### config.mk
export PLATFORM = sky130hd
export DESIGN_NAME = thunderbird_seq
export DESIGN_NICKNAME = d
export VERILOG_FILES = /design/src/rtl/thunderbird_seq.sv
export SDC_FILE = /design/constraint.sdc
export NUM_CORES = 1
export LEC_CHECK = 0
export BUFFER_PORTS_ARGS = -buffer_cell sky130_fd_sc_hd__buf_2
export CORE_MARGIN = 2
export CORE_UTILIZATION = 30
export CTS_CLUSTER_DIAMETER = 120
export DETAILED_ROUTE_END_ITERATION = 16
export GPL_ROUTABILITY_DRIVEN = 0
export PLACE_DENSITY = 0.53
export SLEW_MARGIN = 30
export SYNTH_ARGS = -nofsm -noshare
export SYNTH_HDL_FRONTEND = slang
export SYNTH_SLANG_ARGS = --single-unit
### constraint.sdc
create_clock -name clk -period 1.94 [get_ports clk]
set_clock_uncertainty 0.2 [all_clocks]
set_input_delay 0.388 -clock clk [delete_from_list [all_inputs] [get_ports clk]]
set_output_delay 0.388 -clock clk [all_outputs]
set_load 0.01 [all_outputs]
### src/rtl/thunderbird_seq.sv
// Turn-signal sequencer: LAMPS-wide thermometer lamps per side, step prescaler, hazard preemption.
// Optional THUNDERBIRD_HAZARD_EN adds a dedicated hazard input OR'd with (left & right).
module thunderbird_seq #(
  parameter int unsigned LAMPS = 3,
  parameter int unsigned DIV   = 1
) (
  input  logic             clk,
  input  logic             reset,
  input  logic             left,
  input  logic             right,
`ifdef THUNDERBIRD_HAZARD_EN
  input  logic             hazard,
`endif
  output logic [LAMPS-1:0] la,
  output logic [LAMPS-1:0] ra,
  output logic             busy
);

  localparam int unsigned CW = (DIV > 1) ? $clog2(DIV) : 1;
  localparam int unsigned SW = $clog2(LAMPS + 1);

  // Sequence direction plus a separate step index stands in for L1..Ln / R1..Rn
  typedef enum logic [1:0] {
    IDLE = 2'd0,
    LSEQ = 2'd1,
    RSEQ = 2'd2,
    HAZ  = 2'd3
  } state_t;

  state_t          state;
  state_t          state_d;
  logic [SW-1:0]   step;
  logic [SW-1:0]   step_d;
  logic [CW-1:0]   cnt;
  logic            tick;
  logic            hz;
  logic [LAMPS-1:0] therm;
  logic [LAMPS-1:0] la_d;
  logic [LAMPS-1:0] ra_d;
  logic            busy_d;

  assign tick = (cnt == CW'(DIV - 1));

`ifdef THUNDERBIRD_HAZARD_EN
  assign hz = (left & right) | hazard;
`else
  assign hz = left & right;
`endif

  // Prescaler, state and registered lamp outputs
  always_ff @(posedge clk) begin
    if (!reset) begin
      cnt   <= '0;
      state <= IDLE;
      step  <= '0;
      la    <= '0;
      ra    <= '0;
      busy  <= 1'b0;
    end else begin
      cnt   <= tick ? '0 : cnt + CW'(1);
      state <= state_d;
      step  <= step_d;
      la    <= la_d;
      ra    <= ra_d;
      busy  <= busy_d;
    end
  end

  // Next state and the lamp pattern that state will display
  always_comb begin
    state_d = state;
    step_d  = step;
    therm   = '0;
    la_d    = '0;
    ra_d    = '0;
    busy_d  = 1'b0;

    if (tick) begin
      unique case (state)
        IDLE: begin
          if (hz) begin
            state_d = HAZ;
            step_d  = '0;
          end else if (left) begin
            state_d = LSEQ;
            step_d  = SW'(1);
          end else if (right) begin
            state_d = RSEQ;
            step_d  = SW'(1);
          end
        end
        LSEQ, RSEQ: begin
          if (hz) begin
            state_d = HAZ;
            step_d  = '0;
          end else if (step < SW'(LAMPS)) begin
            step_d = step + SW'(1);
          end else begin
            state_d = IDLE;
            step_d  = '0;
          end
        end
        HAZ: begin
          state_d = IDLE;
          step_d  = '0;
        end
        default: begin
          state_d = IDLE;
          step_d  = '0;
        end
      endcase
    end

    for (int unsigned i = 0; i < LAMPS; i++) begin
      therm[i] = (SW'(i) < step_d);
    end

    unique case (state_d)
      LSEQ:    la_d = therm;
      RSEQ:    ra_d = therm;
      HAZ: begin
        la_d = '1;
        ra_d = '1;
      end
      default: ;
    endcase

    busy_d = (state_d != IDLE);
  end

endmodule

After elaboration in Yosys (flattened, before gate mapping)

Cells that the tools add are included.
W data, S select, Z words.

Flip-flop bits (word level): 12
Bits of input ports: 4
Output and inout bits: 7
Logic and storage cells: 39

Add/subtract/negate cells: 2
$lt $le $gt $ge: 4
Equality and inequality tests: 6
Mux-type cells: 16
Bitwise logic cells: 1
Reduce and logical (&&, ||, !) cells: 4

Operators by type and width:

| cell                  | count |
|---|---|
| $mux W2               | 12 |
| $pmux W2 S3           | 2 |
| $pmux W3 S2           | 2 |
| $eq A2 B2 Y1 const B  | 4 |
| $eq A2 B1 Y1 const B  | 2 |
| $lt A1 B2 Y1 const A  | 2 |
| $add A2 B1 Y2 const B | 1 |
| $logic_not A2 Y1      | 1 |
| $lt A2 B2 Y1 const A  | 1 |
| $lt A2 B2 Y1 const B  | 1 |
| $reduce_and A2 Y1     | 1 |
| $reduce_bool A2 Y1    | 1 |
| $reduce_or A2 Y1      | 1 |
| $add A1 B1 Y1 const B | 1 |
| $and A1 B1 Y1         | 1 |

Longest topological paths before layout

Word-level depth: 7
Mapped depth: 8
Gate-level depth less buffers: 8

Least setup slack after synthesis

No wires, ideal clock.

Path kind: reg-to-reg
From: register state[1]
To: register ra[2]
Setup time: 0.058 ns
Arrival time: 1.522 ns
Data required time: 1.682 ns
Path slack: 0.160 ns
Stages on the path, launching flop included: 8
Buffers on the path: 0
Period minus slack after synthesis: 1.780 ns
Cell sequence: dfxtp_1 > inv_1 > ha_1 > or3b_1 > a22oi_2 > o22ai_1 > nor2_2 > o21ba_1

Longest elaborated chain between the ends: 7
Elaborated cells between the ends (all ways): 18
Those cells by class: order compare (1); eq/ne (5); mux (10); reduce/logical (2)

Ends and longest elaborated chain:

| item                   | line | text |
|---|---|---|
| start, declared        | 30   | `state_t state;` |
| start signal, assigned | 61   | `state <= state_d;` |
| $mux W2                | 87   | `end else if (right) begin` |
| $mux W2                | 84   | `end else if (left) begin` |
| $mux W2                | 81   | `if (hz) begin` |
| $pmux W2 S3            | 79   | `unique case (state)` |
| $mux W2                | 78   | `if (tick) begin` |
| $eq A2 B2 Y1           | 118  | `unique case (state_d)` |
| $pmux W3 S2 (*)        | 118  |  |
| end signal, assigned   | 64   | `ra <= ra_d;` |
| end, declared          | 15   | `output logic [LAMPS-1:0] ra,` |

Mark *: on every way between the ends. The rest lies on a longest branch, timed or not.
A chain may end at the register's enable or synchronous reset.

Final worst setup path

From: register state[0]
To: register ra[0]

The elaborated chain is that of the path after synthesis.

==> impl_metrics.json <==
{
  "regArea_um2": 240,
  "min_from": "reset",
  "die_h_um": 44.9,
  "fin_nets": 75,
  "cts_num_sinks": 12,
  "antennaDiodeCount": 0,
  "clock_path_buffers": 2,
  "wl_met1_um": 413,
  "rsz0062_at_grt": "no",
  "power.total_uw": 537,
  "synth_cells": 54,
  "critPathArrivalTime_ps": 1810,
  "grt_pass1_vias": 378,
  "dpl_worst_slack_ps": 32.4,
  "cts_setup_buffers": 0,
  "routed.top_layer": "met4",
  "drv_slew": 0,
  "worstPathRequired_ps": 1890,
  "synth_nets": 60,
  "yosysWarnings": 0,
  "die_w_um": 44.9,
  "final_util": 0.406,
  "synth.area.top_cells": "dfxtp_1 48%, inv_1 5.2%, a21oi_1 5.0%, ha_1 5.0%, and2b_1 4.5%",
  "dpl_cell_area_um2": 572,
  "dr.pass1.iters": 2,
  "tritoncts": "done",
  "wl_met3_um": 62,
  "numPortBuffers": 10,
  "powerDensity_nw_per_um2": 859,
  "yosysSeqAreaShare": 0.479,
  "htree_levels": 1,
  "die-area_um2": 2020,
  "critPathMaxStageDelay_ps": 310,
  "cp-end-kind": "register",
  "r2r_setup_slack_ps": 80,
  "r2r_start": "state[0]",
  "worstSetupPathType": "register to register",
  "period_minus_slack_ps": 1860,
  "grt_max_degree": 9,
  "avgRoutedWirePerCell_um": 11.9,
  "layout-drive-gt1-share": 0.313,
  "avgSynthCellArea_um2": 9.29,
  "wl_um": 985,
  "drtAntennaViolNets": 0,
  "cts_hold_buffers": 0,
  "setup_viol": 0,
  "synth_seq_cells": 12,
  "critical_path_buf_inv_count": 1,
  "vdd_drop_max_mv": 0.328,
  "vias_per_cell": 4.89,
  "leakage_uw": 0.000308,
  "fill_cells": 159,
  "outcome": "completed",
  "vias": 406,
  "clkTransAtPathRegs_ps": 60,
  "hpwl_um": 681,
  "final_cell_area_um2": 626,
  "hold_class": "primary input to register",
  "multi_input_area_um2": 267,
  "cap_violations": 0,
  "boundaryPins": 11,
  "clockRootBuffer": "clkbuf_4",
  "max_clock_freq_ghz": 0.538,
  "drc_errors": 0,
  "cts_made_buffers": 3,
  "critPathSlowestCell": "a211oi_1",
  "syn_to_final_growth_pct": 24.7,
  "cp_cell_sequence": "inv_1 > ha_4 > nor2b_1 > a211oi_1 > o22ai_2 > and2b_1 > a21oi_1",
  "grt_pass1_wl_um": 1560,
  "yosys.cell_types.count": 23,
  "clk-insertion-delay-late_ps": 270,
  "finalCritPeriodShare": 0.958,
  "setup_slack_ps": 80.8,
  "yosys.area.top_type": "dfxtp_1",
  "worst_setup_path_start_kind": "register",
  "syn_area_um2": 502,
  "synth_top_area_frac": 0.479,
  "path_max_fanout": 4,
  "hold_viol_final": 0,
  "crit_path_start": "state[0]",
  "met2_length_um": 473,
  "track_usage": 0.111,
  "drt_iter0_drc": 10,
  "tns_ps": 0,
  "core_region_area_um2": 1540,
  "grt.overflow.total": 0,
  "antenna_found_initial": 0,
  "critical-path-top-delay-family": "compound AO/OA/AOI/OAI gates",
  "initial_core_util": 0.325,
  "num_rows": 14
}
cells in the final DEF (no fill, tap or decap), drive strengths merged, types with 2 or more instances in the layout:
cell,instances
clkbuf,3
ha,2
inv,7
nor2,6
o22ai,2
buf,10
a211oi,2
dfxtp,12
nand2,3
and2b,3
a21oi,5
through the flow:
step           hold slack [ps]  cells
2_1_floorplan              323     54
3_3_place_gp               391     80
3_5_place_dp               374     80
4_1_cts                    169     83
5_1_grt                    191     83
6_report                   184     83
cell usage after synthesis:
library cell / instances
a2bb2oi_1: 1
nand3b_1: 1
nor2_1: 5
nor2b_1: 1
o21ai_0: 1
and2b_1: 3
a211oi_1: 1
nor2_2: 1
conb_1: 1
inv_1: 7
or3b_1: 1
o21a_1: 1
nand2_1: 3
dfxtp_1: 12
a21oi_1: 5
a31oi_1: 1
a22oi_2: 1
ha_1: 2
nand2b_1: 1
a211oi_2: 1
o21ba_1: 1
nand4bb_1: 1
o22ai_1: 2
area by class of cell:
| cell class | count | area share |
|---|---|---|
| multi-input combinational | 35 | 0.426 |
| sequential | 12 | 0.384 |
| timing repair buffer | 10 | 0.0800 |
| inverter | 7 | 0.0420 |
| clock buffer | 3 | 0.0360 |
| tap | 16 | 0.0320 |
path summary, 6_finish.rpt:
check,to,cells after the start
worst max-delay path,ra[0],7
worst min-delay path,busy,3
worst max register to register,ra[0],7
worst min register to register,step[1],2
power by group:
group	total [µW]	internal, µW	switching [µW]
Sequential	273	264	8.92
Combinational	117	53.6	63.1
Clock	148	72.0	75.6
Total	537	390	148
layer usage:
metal / vias to the layer above / track usage
li1: 208 / -
met1: 183 / 0.121
met2: 10 / 0.174
met3: 5 / 0.0400
met4: 0 / 0.0882
met5: - / 0
timing repair:
action,CTS,global route
hold endpoints to repair,0,0
setup endpoints to repair,0,5
resized for setup,0,5
registers in the layout, indices dropped and copies added (netlist names):
name	cells
cnt	1
busy	1
step	2
ra	3
la	3
state	2
worst register-to-register path, delay by kind of cell, from the launching register on:
kind            cells  cell delay [ps]
flops               1              300
fa+ha+maj           1              230
compound gates      3              530
simple gates        2              370
buf+inv             1              120
cells by family (layout without fill, tap and decap cells):
| logic type | count (synthesis) | count (layout) | synth area share |
|---|---|---|---|
| other cells | 1 | 1 | 0.00747 |
| compound gates | 15 | 15 | 0.214 |
| flops | 12 | 12 | 0.479 |
| buf+inv | 7 | 20 | 0.0524 |
| simple gates | 17 | 17 | 0.197 |
| fa+ha+maj | 2 | 2 | 0.0499 |
No activity file was read; power rests on OpenSTA's default activity.
